## src/rtl/coin_sched.sv

```systemverilog
// Two-slot coin scheduler: round-robin arbitration into a small FIFO, replayed
// to the vending core as code/gap pairs, with saturating vend/change tallies.
module coin_sched #(
   parameter int DEPTH = 4,
   parameter int CNT_W = 8
) (
   input  logic             clk,
   input  logic             r,
   input  logic             a_req,
   input  logic             a_dime,
   output logic             a_ack,
   input  logic             b_req,
   input  logic             b_dime,
   output logic             b_ack,
   input  logic             cancel,
   output logic             x1,
   output logic             x0,
   input  logic             z1,
   input  logic             z0,
   output logic             core_r,
   output logic [CNT_W-1:0] vend_cnt,
   output logic [CNT_W-1:0] chg_cnt,
   output logic             full,
   output logic             empty
);
   localparam int AW = $clog2(DEPTH);
   localparam logic [AW:0] FULL_CNT = (AW+1)'(DEPTH);

   typedef enum logic [1:0] {IDLE, COIN, GAP} state_t;

   state_t           state, state_nx;
   logic [DEPTH-1:0] mem;
   logic [AW-1:0]    wptr, rptr;
   logic [AW:0]      count;
   logic             prio_b;
   logic             open, push, push_dime, pop, sample;
   logic [1:0]       code_nx;

   assign full  = (count == FULL_CNT);
   assign empty = (count == '0);

   // prio_b set means A was granted last, so B wins a tie.
   assign open      = !full && !cancel && !r;
   assign a_ack     = open && a_req && (!b_req || !prio_b);
   assign b_ack     = open && b_req && (!a_req || prio_b);
   assign push      = a_ack || b_ack;
   assign push_dime = a_ack ? a_dime : b_dime;

   always_comb begin
      state_nx = state;
      code_nx  = 2'b00;
      pop      = 1'b0;
      sample   = 1'b0;
      case (state)
         IDLE: if (!empty) begin
            pop      = 1'b1;
            state_nx = COIN;
            code_nx  = {mem[rptr], 1'b1};
         end
         COIN: state_nx = GAP;
         GAP: begin
            sample = 1'b1;
            if (!empty) begin
               pop      = 1'b1;
               state_nx = COIN;
               code_nx  = {mem[rptr], 1'b1};
            end else begin
               state_nx = IDLE;
            end
         end
         default: state_nx = IDLE;
      endcase
      // A cancelled transaction discards its response and any pending coins.
      if (cancel) begin
         pop      = 1'b0;
         sample   = 1'b0;
         state_nx = IDLE;
         code_nx  = 2'b00;
      end
   end

   always_ff @(posedge clk) begin
      if (r) begin
         state    <= IDLE;
         x1       <= 1'b0;
         x0       <= 1'b0;
         core_r   <= 1'b0;
         mem      <= '0;
         wptr     <= '0;
         rptr     <= '0;
         count    <= '0;
         prio_b   <= 1'b0;
         vend_cnt <= '0;
         chg_cnt  <= '0;
      end else begin
         state      <= state_nx;
         {x1, x0}   <= code_nx;
         core_r     <= cancel;
         if (push) begin
            mem[wptr] <= push_dime;
            wptr      <= wptr + 1'b1;
         end
         if (cancel) begin
            rptr  <= wptr;
            count <= '0;
         end else begin
            if (pop) rptr <= rptr + 1'b1;
            case ({push, pop})
               2'b10:   count <= count + 1'b1;
               2'b01:   count <= count - 1'b1;
               default: count <= count;
            endcase
         end
         if (a_ack)      prio_b <= 1'b1;
         else if (b_ack) prio_b <= 1'b0;
         if (sample && z1 && (vend_cnt != '1)) vend_cnt <= vend_cnt + 1'b1;
         if (sample && z0 && (chg_cnt  != '1)) chg_cnt  <= chg_cnt + 1'b1;
      end
   end
endmodule
```

## config.mk

```make
export PLATFORM = sky130hd
export DESIGN_NAME = coin_sched
export DESIGN_NICKNAME = d
export VERILOG_FILES = /design/src/rtl/coin_sched.sv
export SDC_FILE = /design/constraint.sdc
export NUM_CORES = 1
export LEC_CHECK = 0
export ABC_CLOCK_PERIOD_IN_PS = 4000
export BUFFER_PORTS_ARGS = -buffer_cell sky130_fd_sc_hd__buf_4
export CORE_ASPECT_RATIO = 0.75
export CORE_MARGIN = 1
export CORE_UTILIZATION = 55
export DETAILED_ROUTE_END_ITERATION = 6
export GPL_TIMING_DRIVEN = 0
export PLACE_DENSITY = 0.76
export REMOVE_ABC_BUFFERS = 1
export SLEW_MARGIN = 20
export SYNTH_ARGS = -nofsm -noshare
export SYNTH_HDL_FRONTEND = slang
export SYNTH_SLANG_ARGS = --single-unit
```

## constraint.sdc

```tcl
create_clock -name clk -period 4 [get_ports clk]
set_clock_uncertainty 0.15 [all_clocks]
set_input_delay 0.8 -clock clk [delete_from_list [all_inputs] [get_ports clk]]
set_output_delay 0.8 -clock clk [all_outputs]
set_load 0.005 [all_outputs]
```

---- After elaboration in Yosys (flattened, before gate mapping) ----
Cells that the tools add are included.
word-level totals
  output and inout bits ................... 23
  register bits after elaboration ......... 33
  logic and storage cells ................. 78
  input port bits ......................... 9
operators by class
  add/sub/neg operators ................... 6
  muxes and demuxes ....................... 20
  $lt $le $gt $ge ......................... 3
  equal/unequal tests ..................... 8
  bitwise gates (word level) .............. 1
  reduce and logical (&&, ||, !) cells .... 29
operator list
  kind                                                                  count
  8-bit by 1-bit adder with 8-bit output, second input constant         2
  8-bit inequality test, second input constant                          2
  1-bit two-way mux                                                     12
  1-bit logical AND                                                     11
  1-bit zero test                                                       6
  2-bit by 3-bit < comparator with 1-bit output, second input constant  2
  2-bit two-way mux                                                     3
  2-bit case mux with 3 select lines                                    1
  3-bit case mux with 2 select lines                                    1
  2-bit nonzero test                                                    3
  2-bit by 1-bit adder with 2-bit output, second input constant         2
  4-bit bitwise mux                                                     1
  2-bit by 1-bit == test with 1-bit output, second input constant       2
  2-bit == test, second input constant                                  2
  2-bit OR reduction                                                    2
  4-bit OR reduction                                                    1
  3-bit by 1-bit adder with 3-bit output, second input constant         1
  3-bit == test, second input constant                                  1
  3-bit zero test                                                       1
  1-bit logical OR                                                      3
  3-bit OR reduction                                                    1
  3-bit by 1-bit subtractor with 3-bit output, second input constant    1
  1-bit binary-select mux with 2-bit select                             1
  1-bit demux with 2-bit select                                         1
  other kinds (4)                                                       4

---- Longest topological paths before layout ----
Gate-level depths: netlist (run 1).
  word-level depth ........................ 9
  depth in mapped cells ................... 11
  depth with buffers taken out ............ 9

---- Worst setup path after synthesis (run 1) ----
Ideal clock, no wire load.
  path type ............................... input-to-reg
  start ................................... input cancel
  end ..................................... register count[2]
  stages on the path ...................... 11
  required time ........................... 3.780 ns
  setup time .............................. 0.070 ns
  slack ................................... 1.200 ns
  arrival time ............................ 2.580 ns
  path buffers ............................ 2
  cells stage by stage .................... buf_6 > or2_1 > buf_6 > nor3b_4 > inv_1 > ha_1 > inv_1 > fa_1 > xor2_1 > or3_1 > a21oi_1
between the ends
  cells in the longest elaborated chain, start to end .. 8
  elaborated cells on any way between the ends .. 14
  those cells by class .................... 2 x eq/ne; 2 x mux; 10 x reduce/logical
ends and longest elaborated chain
  what                                                                       line    RTL
  from (decl)                                                                15      input logic cancel,
  1-bit zero test                                                            43      assign open = !full && !cancel && !r;
  1-bit logical AND (2 in a row)                                             43
  1-bit logical AND (on tied branches) (2 in a row)                          44, 45
  1-bit logical OR                                                           46      assign push = a_ack || b_ack;
  2-bit by 1-bit == test with 1-bit output or 2-bit == test (tied branches)  108     case ({push, pop})
  3-bit case mux with 2 select lines or 2-bit nonzero test (tied branches)   --
  to (signal assigned)                                                       109     2'b10: count <= count + 1'b1;
  to (signal assigned)                                                       110     2'b01: count <= count - 1'b1;
  to (signal assigned)                                                       111     default: count <= count;
  to (decl)                                                                  34      logic [AW:0] count;
Parallel ways exist; a longest one is shown, timed or not.
A chain may end at the register's enable or synchronous reset.

---- Final worst setup path (run 1) ----
  start ................................... input r
  end ..................................... register count[2]
between the ends
  cells in the longest elaborated chain, start to end .. 7
  elaborated cells on any way between the ends .. 12
  those cells by class .................... 2 x eq/ne; 1 x mux; 9 x reduce/logical
ends and longest elaborated chain
  what                                                                       line    RTL
  from (decl)                                                                8       input logic r,
  1-bit zero test                                                            43
  1-bit logical AND                                                          43
  1-bit logical AND (on tied branches) (2 in a row)                          44, 45
  1-bit logical OR                                                           46
  2-bit by 1-bit == test with 1-bit output or 2-bit == test (tied branches)  108
  3-bit case mux with 2 select lines or 2-bit nonzero test (tied branches)   --
Parallel ways exist; a longest one is shown, timed or not.

==> run_results.csv, run 1 <==
group,metric,value,unit
timing,min_period_over_period,75.6,%
final_layout,antenna_cells,0,
power,switching_share,20.6,%
floorplanning,io_pins,32,
yosys,synth_edf_count,0,
setup_path,crit_required,4.06,ns
timing,setup_viol,0,
timing,max-slew-margin-rel,47.5,%
cts,cts_setup_buffers,0,
cts,cts_buffers,5,
power,pwr-share-seq,44.3,%
yosys,syn_area,0.00166,sq mm
drt,dr_total_vias,1363,
yosys,ys_seq_area_share,39.8,%
cts,cts.repair.resized,0,
cts,tritoncts,"done",
timing,fmax,0.331,GHz
placed_design,io_buffers,31,
final_layout,drive_above_1_share,24.8,%
run,maxCapViolations,0,
power,irDropWorstVdd,0.000298,V
grt,grt-ovfl-total,0,
drt,drt_wl_total,3430,um
yosys,avgSynthCellArea,9.47,sq um
power,pwr-share-comb,6.5,%
power,switchingPower,0.000158,W
final_layout,final_area,0.00203,sq mm
floorplanning,row_count,16,
setup_path,cp_max_fo,29,
final_layout,fin_nets,222,
placed_design,hpwl,2400,um
hold_path,hold_path_class,"reg2reg",
yosys,ys.flop_type,"dfxtp_1",
drt,drcViolationCount,0,
yosys,async_flop_share,0,%
yosys,synthCells,175,
cts,clk_pin_slew_worst_paths,0.07,ns
power,leakagePower,0.794,nW
yosys,yosysWarnings,0,
drt,drt_iter0_markers,133,
placed_design,placed_cell_area,0.00189,sq mm
final_layout,final_common_cell,"dfxtp_1",
final_layout,nFillCells,205,
cts,cts_buffer_depth,2,
final_layout,final_cell_mix,"33 x dfxtp_1, 31 x buf_4, 18 x nor2_1",
timing,fin_setup_tns,0,ns
power,clock_power_share,49.2,%
cts,cts_max_level,2,
timing,hold_violations,0,
cts,clk_root_buffer_cell,"clkbuf_8",
setup_path,crit_arrival,3.08,ns
cts,clk_latency,0.28,ns
grt,grt_pass1_vias,1271,
power,p_int,0.000608,W
cts,hold_buffers,0,
floorplanning,initial_core_util,60.9,%
placed_design,place_congestion,0.838,
grt,antenna_found_initial,0,
yosys,ys_ff_latch,33,
grt,grt_pass1_wl,5810,um
setup_path,endpoint_kind,"flop",
grt,track_usage,23.3,%
drt,drt-pass1-iter-count,4,
timing,rsz0062_at_grt,"false",
timing,fin_crit,3.02,ns
setup_path,start_kind,"primary input",
cts,clock_sinks,33,
grt,grt_max_degree,30,
floorplanning,core_area,0.00272,sq mm
drt,vias_per_cell,5.63,
final_layout,syn_to_final_growth,22.2,%
drt,wl_per_cell,14.2,um
setup_path,path_class,"in2reg",
floorplanning,die-width,65.4,um
drt,drtAntennaViolNets,0,
timing,slew_violations,0,
power,power.density_cell_area,378,mW/mm^2
outcome,status,"completed",
floorplanning,dieArea,0.00324,sq mm
setup_path,r2r_setup_slack,1.38,ns
yosys,synth.distinct_cells,46,
floorplanning,die_h,49.5,um
timing,worstMarginPinSlew,0.781,ns
[final timing paths]
check                              from                    end  cells after the start
setup / recovery                      r  count[2]$_SDFFE_PP0P_                     10
hold / removal    state[1]$_SDFFE_PP0P_  state[1]$_SDFFE_PP0P_                      1
setup reg to reg  count[2]$_SDFFE_PP0P_  count[2]$_SDFFE_PP0P_                      9
hold reg to reg   state[1]$_SDFFE_PP0P_  state[1]$_SDFFE_PP0P_                      1
[per-layer routing]
layer	track usage (%)	routed length, um	up-vias
met5	0	0	-
met4	5.43	16	0
met1	32.2	1740	636
met3	6.94	135	2
li1	-	-	696
met2	35.7	1540	29
[cell type report]
type | instances | area, sq um | area share (%)
Multi-Input combinational cell | 125 | 916 | 45.2
Sequential cell | 33 | 661 | 32.6
Timing Repair Buffer | 31 | 233 | 11.5
Clock buffer | 5 | 68.8 | 3.40
Clock inverter | 3 | 68.8 | 3.40
Tap cell | 36 | 45.0 | 2.22
Inverter | 9 | 33.8 | 1.67
[sequential cells by signal, indices dropped and copies added, names as in the netlist, 2 cells and up]
register,cells
mem,4
state,2
chg_cnt,8
count,3
rptr,2
vend_cnt,8
wptr,2
[power by group through the flow]
stage / sequential (W) / clock, W / combinational, W
6_report: 0.000339 / 0.000377 / 0.0000499
5_1_grt: 0.000340 / 0.000401 / 0.0000549
4_1_cts: 0.000339 / 0.000383 / 0.0000501
3_5_place_dp: 0.000347 / 0 / 0.0000496
3_3_place_gp: 0.000347 / 0 / 0.0000469
2_1_floorplan: 0.000346 / 0 / 0.0000282
[synth_stat cells (2+ instances only)]
library cell,number,area share (%)
a211oi_1,2,0.91
a211oi_2,4,3.0
a21oi_1,14,4.2
a311oi_1,2,1.1
a31oi_1,3,1.1
and2_1,4,1.5
and4_1,2,1.1
buf_6,2,1.4
clkbuf_1,4,0.91
dfxtp_1,33,40
ha_1,7,5.3
inv_1,9,2.0
mux2i_1,3,1.8
nand2_1,3,0.68
nand3_1,5,1.5
nand4_1,4,1.5
nor2_1,18,4.1
nor2b_1,2,0.75
nor3_1,6,1.8
nor3b_1,3,1.4
nor4_1,4,1.5
o2111ai_1,2,1.1
o21a_1,2,0.91
o21ai_0,4,1.2
o21bai_1,2,0.91
o41ai_1,2,1.1
or3_1,3,1.1
xnor2_1,2,1.1
xor2_1,7,3.7
[worst max-delay path, stage by stage]
cell     delay (ns)
buf_4          0.21
or2_1          0.40
nor3b_4        0.48
inv_1          0.11
ha_1           0.24
inv_1          0.07
fa_1           0.17
xor2_1         0.08
or3_1          0.33
a21oi_1        0.16
[kinds of logic after synthesis]
kind of cell	Yosys count	synth area share, %
AOI/OAI and AO/OA	42	18.6
xor gates and xnor gates	9	4.75
adders and majority gates	8	6.49
buffers and inverters	17	4.90
DFF	33	39.8
muxes	4	3.17
and+or+nand+nor	62	22.2
[stage by stage]
stage          power (W)  instances  utilization (%)  hold slack [ns]  setup slack, ns
2_1_floorplan   0.000374        167                -            0.264             1.31
3_3_place_gp    0.000394        234             69.3            0.286            0.908
3_5_place_dp    0.000396        234             69.3            0.287            0.722
4_1_cts         0.000773        242             74.4            0.295            0.996
5_1_grt         0.000796        242             74.4            0.332            0.802
6_report        0.000766        242             74.4            0.294            0.976
Power figures use the tool's default switching activity.
==> run 2, diff against run 1 <==
--- a/config.mk
+++ b/config.mk
@@ -5,14 +5,14 @@
 export SDC_FILE = /design/constraint.sdc
 export NUM_CORES = 1
 export LEC_CHECK = 0
-export ABC_CLOCK_PERIOD_IN_PS = 4000
+export ABC_CLOCK_PERIOD_IN_PS = 2870
 export BUFFER_PORTS_ARGS = -buffer_cell sky130_fd_sc_hd__buf_4
 export CORE_ASPECT_RATIO = 0.75
 export CORE_MARGIN = 1
-export CORE_UTILIZATION = 55
+export CORE_UTILIZATION = 54
 export DETAILED_ROUTE_END_ITERATION = 6
 export GPL_TIMING_DRIVEN = 0
-export PLACE_DENSITY = 0.76
+export PLACE_DENSITY = 0.75
 export REMOVE_ABC_BUFFERS = 1
 export SLEW_MARGIN = 20
 export SYNTH_ARGS = -nofsm -noshare
==> constraint.sdc (replaced) <==
create_clock -name clk -period 2.87 [get_ports clk]
set_clock_uncertainty 0.15 [all_clocks]
set_input_delay 0.574 -clock clk [delete_from_list [all_inputs] [get_ports clk]]
set_output_delay 0.574 -clock clk [all_outputs]
set_load 0.005 [all_outputs]
==> run_results.csv, run 2 (synthesis gave the netlist of run 1 again) <==
group,metric,value,unit
outcome,status,"completed",
timing,hold_violations,0,
grt,grt_pass1_wl,5670,um
timing,min_period_over_period,93.7,%
timing,fin_setup_tns,0,ns
placed_design,io_buffers,31,
hold_path,hold_path_class,"reg2reg",
floorplanning,initial_core_util,56.5,%
cts,clk_latency,0.28,ns
final_layout,top_regs,"chg_cnt x8, vend_cnt x8, mem x4",
placed_design,placed_cell_area,0.00189,sq mm
grt,grt_pass1_vias,1293,
drt,wl_per_cell,13.3,um
grt,track_usage,22.5,%
timing,slew_violations,0,
timing,setup_viol,0,
floorplanning,dieArea,0.00330,sq mm
final_layout,final_common_cell,"dfxtp_1",
floorplanning,core_area,0.00294,sq mm
timing,fmax,0.372,GHz
power,leakagePower,0.771,nW
final_layout,regArea,661,sq um
drt,drt_wl_total,3260,um
drt,drt-pass1-iter-count,4,
grt,grt-ovfl-total,0,
drt,dr_total_vias,1394,
placed_design,pre_cts_slack,-0.102,ns
cts,cts_max_level,2,
cts,clk_root_buffer_cell,"clkbuf_8",
setup_path,rr_worst_depth,9,
setup_path,crit_required,2.93,ns
grt,grt_max_degree,30,
setup_path,cp_max_fo,29,
grt,antenna_found_initial,0,
cts,cts_buffer_depth,2,
cts,cts_buffers,5,
cts,clk_pin_slew_worst_paths,0.07,ns
run,maxCapViolations,0,
cts,cts_setup_buffers,0,
timing,max-slew-margin-rel,50.2,%
setup_path,cp-startpoint,"r",
final_layout,nFillCells,244,
floorplanning,io_pins,32,
placed_design,hpwl,2360,um
timing,rsz0062_at_grt,"false",
placed_design,place_congestion,0.822,
final_layout,final_core_util,67.2,%
final_layout,syn_to_final_growth,19.0,%
setup_path,r2r_setup_slack,0.34,ns
timing,hold-worst-slack,0.295,ns
power,power.density_cell_area,442,mW/mm^2
timing,fin_crit,2.69,ns
setup_path,r2r-end,"count[2]$_SDFFE_PP0P_",
cts,hold_buffers,0,
final_layout,fin_nets,222,
setup_path,crit_arrival,2.75,ns
setup_path,path_class,"in2reg",
drt,drtAntennaViolNets,0,
timing,worstMarginPinSlew,0.741,ns
floorplanning,die_h,50.0,um
floorplanning,row_count,17,
cts,tritoncts,"done",
setup_path,crit_end,"count[2]$_SDFFE_PP0P_",
floorplanning,die-width,66.0,um
timing,layout_setup_ws,0.182,ns
cts,cts.repair.resized,0,
final_layout,antenna_cells,0,
setup_path,endpoint_kind,"flop",
final_layout,drive_above_1_share,24.3,%
drt,vias_per_cell,5.71,
final_layout,final_area,0.00197,sq mm
power,irDropWorstVdd,0.000346,V
cts,clock_sinks,33,
drt,drcViolationCount,0,
setup_path,r2r_start,"count[2]$_SDFFE_PP0P_",
final_layout,final_cell_mix,"33 x dfxtp_1, 31 x buf_4, 18 x nor2_1",
drt,drt_iter0_markers,82,
final_layout,multi_input_area,916,sq um
setup_path,start_kind,"primary input",
-- run 2: changes by cell type in the layout (fill, tap and decap cells not counted) --
cell and change:
bufinv_16 -2, inv_6 -1, clkbuf_1 +1, clkinv_2 +2
-- run 2: worst max-delay path: stages --
cell and delay [ns]:
buf_4 0.21, or2_1 0.39, nor3b_4 0.45, inv_1 0.09
ha_1 0.23, inv_1 0.08, fa_1 0.18, xor2_1 0.08
or3_1 0.31, a21oi_1 0.15
-- run 2: final cells by class --
type / instances / share of cell area, %
clock inverters: 2 / 0.507
multi-input cells: 125 / 46.4
inverters: 9 / 1.71
repair buffers: 31 / 11.8
well taps: 38 / 2.41
clock buffers: 6 / 3.68
flip-flops and latches: 33 / 33.5
-- run 2: worst min path at each step --
stage                           from  cells after the start  slack (ns)                    end
2_1_floorplan  state[1]$_SDFFE_PP0P_                      1        0.26  state[1]$_SDFFE_PP0P_
3_3_place_gp   state[1]$_SDFFE_PP0P_                      1        0.28  state[1]$_SDFFE_PP0P_
3_5_place_dp   state[1]$_SDFFE_PP0P_                      1        0.29  state[1]$_SDFFE_PP0P_
4_1_cts        state[1]$_SDFFE_PP0P_                      1        0.30  state[1]$_SDFFE_PP0P_
5_1_grt        state[1]$_SDFFE_PP0P_                      1        0.32  state[1]$_SDFFE_PP0P_
6_report       state[1]$_SDFFE_PP0P_                      1        0.30  state[1]$_SDFFE_PP0P_
-- run 2: per-layer routing --
metal | routed length, um | global-route usage, %
met5 | 0 | 0
met4 | 28 | 7.45
met3 | 141 | 6.25
met2 | 1530 | 35.0
met1 | 1560 | 30.0
-- run 2: report_power, final --
part	switching [W]	internal, W
combinational	0.0000356	0.0000327
clock	0.000164	0.000168
sequential	0.00000713	0.000466
-- run 2: per-stage QoR --
stage | power [W] | std cells
after floorplan | 0.000521 | 167
after global placement | 0.000548 | 236
after detailed placement | 0.000552 | 236
after CTS | 0.000877 | 244
after global routing | 0.000905 | 244
final | 0.000873 | 244
==> run 3, diff against run 2 <==
--- a/config.mk
+++ b/config.mk
@@ -7,12 +7,13 @@
 export LEC_CHECK = 0
 export ABC_CLOCK_PERIOD_IN_PS = 2870
 export BUFFER_PORTS_ARGS = -buffer_cell sky130_fd_sc_hd__buf_4
+export CAP_MARGIN = 20
 export CORE_ASPECT_RATIO = 0.75
 export CORE_MARGIN = 1
-export CORE_UTILIZATION = 54
+export CORE_UTILIZATION = 45
 export DETAILED_ROUTE_END_ITERATION = 6
 export GPL_TIMING_DRIVEN = 0
-export PLACE_DENSITY = 0.75
+export PLACE_DENSITY = 0.67
 export REMOVE_ABC_BUFFERS = 1
 export SLEW_MARGIN = 20
 export SYNTH_ARGS = -nofsm -noshare
==> run_results.csv, run 3 (synthesis gave the netlist of run 1 again) <==
group,metric,value,unit
final_layout,top_regs,"chg_cnt x8, vend_cnt x8, mem x4",
placed_design,hpwl,2480,um
cts,clock_sinks,33,
final_layout,antenna_cells,0,
setup_path,endpoint_kind,"flop",
final_layout,syn_to_final_growth,21.1,%
cts,cts_setup_buffers,0,
grt,grt_max_degree,30,
cts,tritoncts,"done",
cts,clk_root_buffer_cell,"clkbuf_8",
final_layout,final_cell_mix,"33 x dfxtp_1, 31 x buf_4, 18 x nor2_1",
setup_path,cp-startpoint,"r",
final_layout,final_common_cell,"dfxtp_1",
cts,cts_max_level,2,
timing,min_period_over_period,92.4,%
drt,met1_length,1660,um
drt,drtAntennaViolNets,0,
power,leakagePower,0.780,nW
timing,rsz0062_at_grt,"false",
setup_path,path_class,"in2reg",
floorplanning,die_h,54.6,um
grt,grt_pass1_vias,1297,
placed_design,place_congestion,0.782,
drt,vias_per_cell,5.39,
setup_path,start_kind,"primary input",
final_layout,final_core_util,59.0,%
run,maxCapViolations,0,
setup_path,critical_path.n_buffers_inverters,3,
floorplanning,io_pins,32,
setup_path,rr_worst_depth,9,
setup_path,r2r-end,"count[2]$_SDFFE_PP0P_",
drt,wl_per_cell,13.1,um
grt,grt_pass1_wl,5680,um
timing,fmax,0.377,GHz
setup_path,cp_common_cell,"inv_1",
setup_path,cp_cell_sequence,"buf_4, or2_1, nor3b_4, inv_1, ha_1, inv_1, fa_1, xor2_1, or3_1, a21oi_1",
cts,hold_buffers,0,
placed_design,io_buffers,31,
drt,top_layer_used,"met4",
floorplanning,initial_core_util,48.7,%
cts,cts_buffers,5,
floorplanning,core_area,0.00340,sq mm
cts,clk_pin_slew_worst_paths,0.07,ns
timing,fin_crit,2.65,ns
drt,drcViolationCount,0,
power,irDropWorstVdd,0.000296,V
floorplanning,row_count,18,
timing,slew_violations,0,
grt,antenna_found_initial,0,
setup_path,crit_cells,10,
cts,clk_latency,0.28,ns
outcome,status,"completed",
floorplanning,dieArea,0.00393,sq mm
setup_path,cpMaxStageDelayCell,"nor3b_4",
drt,wl_met3,119,um
setup_path,crit_required,2.93,ns
grt,track_usage,19.0,%
setup_path,cp_max_fo,29,
drt,drt-pass1-iter-count,4,
hold_path,hold_path_class,"reg2reg",
final_layout,drive_above_1_share,24.8,%
drt,drt_wl_total,3360,um
cts,cts_buffer_depth,2,
power,power.density_cell_area,459,mW/mm^2
cts,cts.repair.resized,0,
final_layout,fin_nets,222,
timing,hold-worst-slack,0.306,ns
grt,grt-ovfl-total,0,
setup_path,slowest_delay,0.45,ns
drt,dr_total_vias,1380,
timing,max-slew-margin-rel,48.2,%
setup_path,r2r_start,"count[2]$_SDFFE_PP0P_",
timing,setup_viol,0,
setup_path,crit_end,"count[2]$_SDFFE_PP0P_",
setup_path,r2r_setup_slack,0.40,ns
floorplanning,die-width,72.1,um
drt,route.met2.wl,1560,um
timing,worstMarginPinSlew,0.771,ns
timing,hold_violations,0,
drt,drt_iter0_markers,46,
power,power,0.000921,W
setup_path,crit_arrival,2.71,ns
setup_path,cp_top_family,"simple AND/OR/NAND/NOR gates",
[run 3: worst register-to-register path: stages (launching register included)]
cell,delay [ns]
dfxtp_1,0.36
nor3b_2,0.44
nor3b_4,0.16
inv_1,0.09
ha_1,0.17
inv_1,0.06
fa_1,0.37
xor2_1,0.16
or3_1,0.30
a21oi_1,0.13
[run 3: layout make-up]
cell class | count | area [sq um]
timing repair buffer | 31 | 233
tap | 50 | 62.6
clock buffer | 7 | 96.3
sequential | 33 | 661
fill | 296 | 1390
clock inverter | 1 | 5.00
inverter | 9 | 33.8
multi-input combinational | 125 | 916
[run 3: worst min-delay path by stage]
| stage | startpoint | slack, ns | end | cells past startpoint |
|---|---|---|---|---|
| after global routing | state[1]$_SDFFE_PP0P_ | 0.34 | state[1]$_SDFFE_PP0P_ | 1 |
| after CTS | state[1]$_SDFFE_PP0P_ | 0.30 | state[1]$_SDFFE_PP0P_ | 1 |
| after detailed placement | state[1]$_SDFFE_PP0P_ | 0.30 | state[1]$_SDFFE_PP0P_ | 1 |
| final | state[1]$_SDFFE_PP0P_ | 0.31 | state[1]$_SDFFE_PP0P_ | 1 |
| after floorplan | state[1]$_SDFFE_PP0P_ | 0.26 | state[1]$_SDFFE_PP0P_ | 1 |
| after global placement | state[1]$_SDFFE_PP0P_ | 0.29 | state[1]$_SDFFE_PP0P_ | 1 |
[run 3: through the flow]
stage / setup TNS [ns] / std cells / worst slack, ns / area (sq um)
6_report: 0 / 256 / 0.218 / 2010
5_1_grt: 0 / 256 / 0.0778 / 2010
4_1_cts: 0 / 256 / 0.220 / 2010
3_5_place_dp: -0.123 / 248 / -0.0774 / 1910
3_3_place_gp: -0.0144 / 248 / -0.0144 / 1910
2_1_floorplan: 0 / 167 / 0.402 / 1610
[run 3: report_power, final]
group / switching (W) / internal (W) / leakage (nW)
Sequential: 0.00000729 / 0.000466 / 0.267
Combinational: 0.0000356 / 0.0000327 / 0.459
Clock: 0.000163 / 0.000217 / 0.0542
Total: 0.000206 / 0.000715 / 0.780
[run 3: layer usage]
layer  GRT usage [%]  vias to the layer above
li1                -                      699
met1            22.7                      655
met2            32.7                       22
met3            5.71                        4
met4            7.19                        0
met5               0                        -
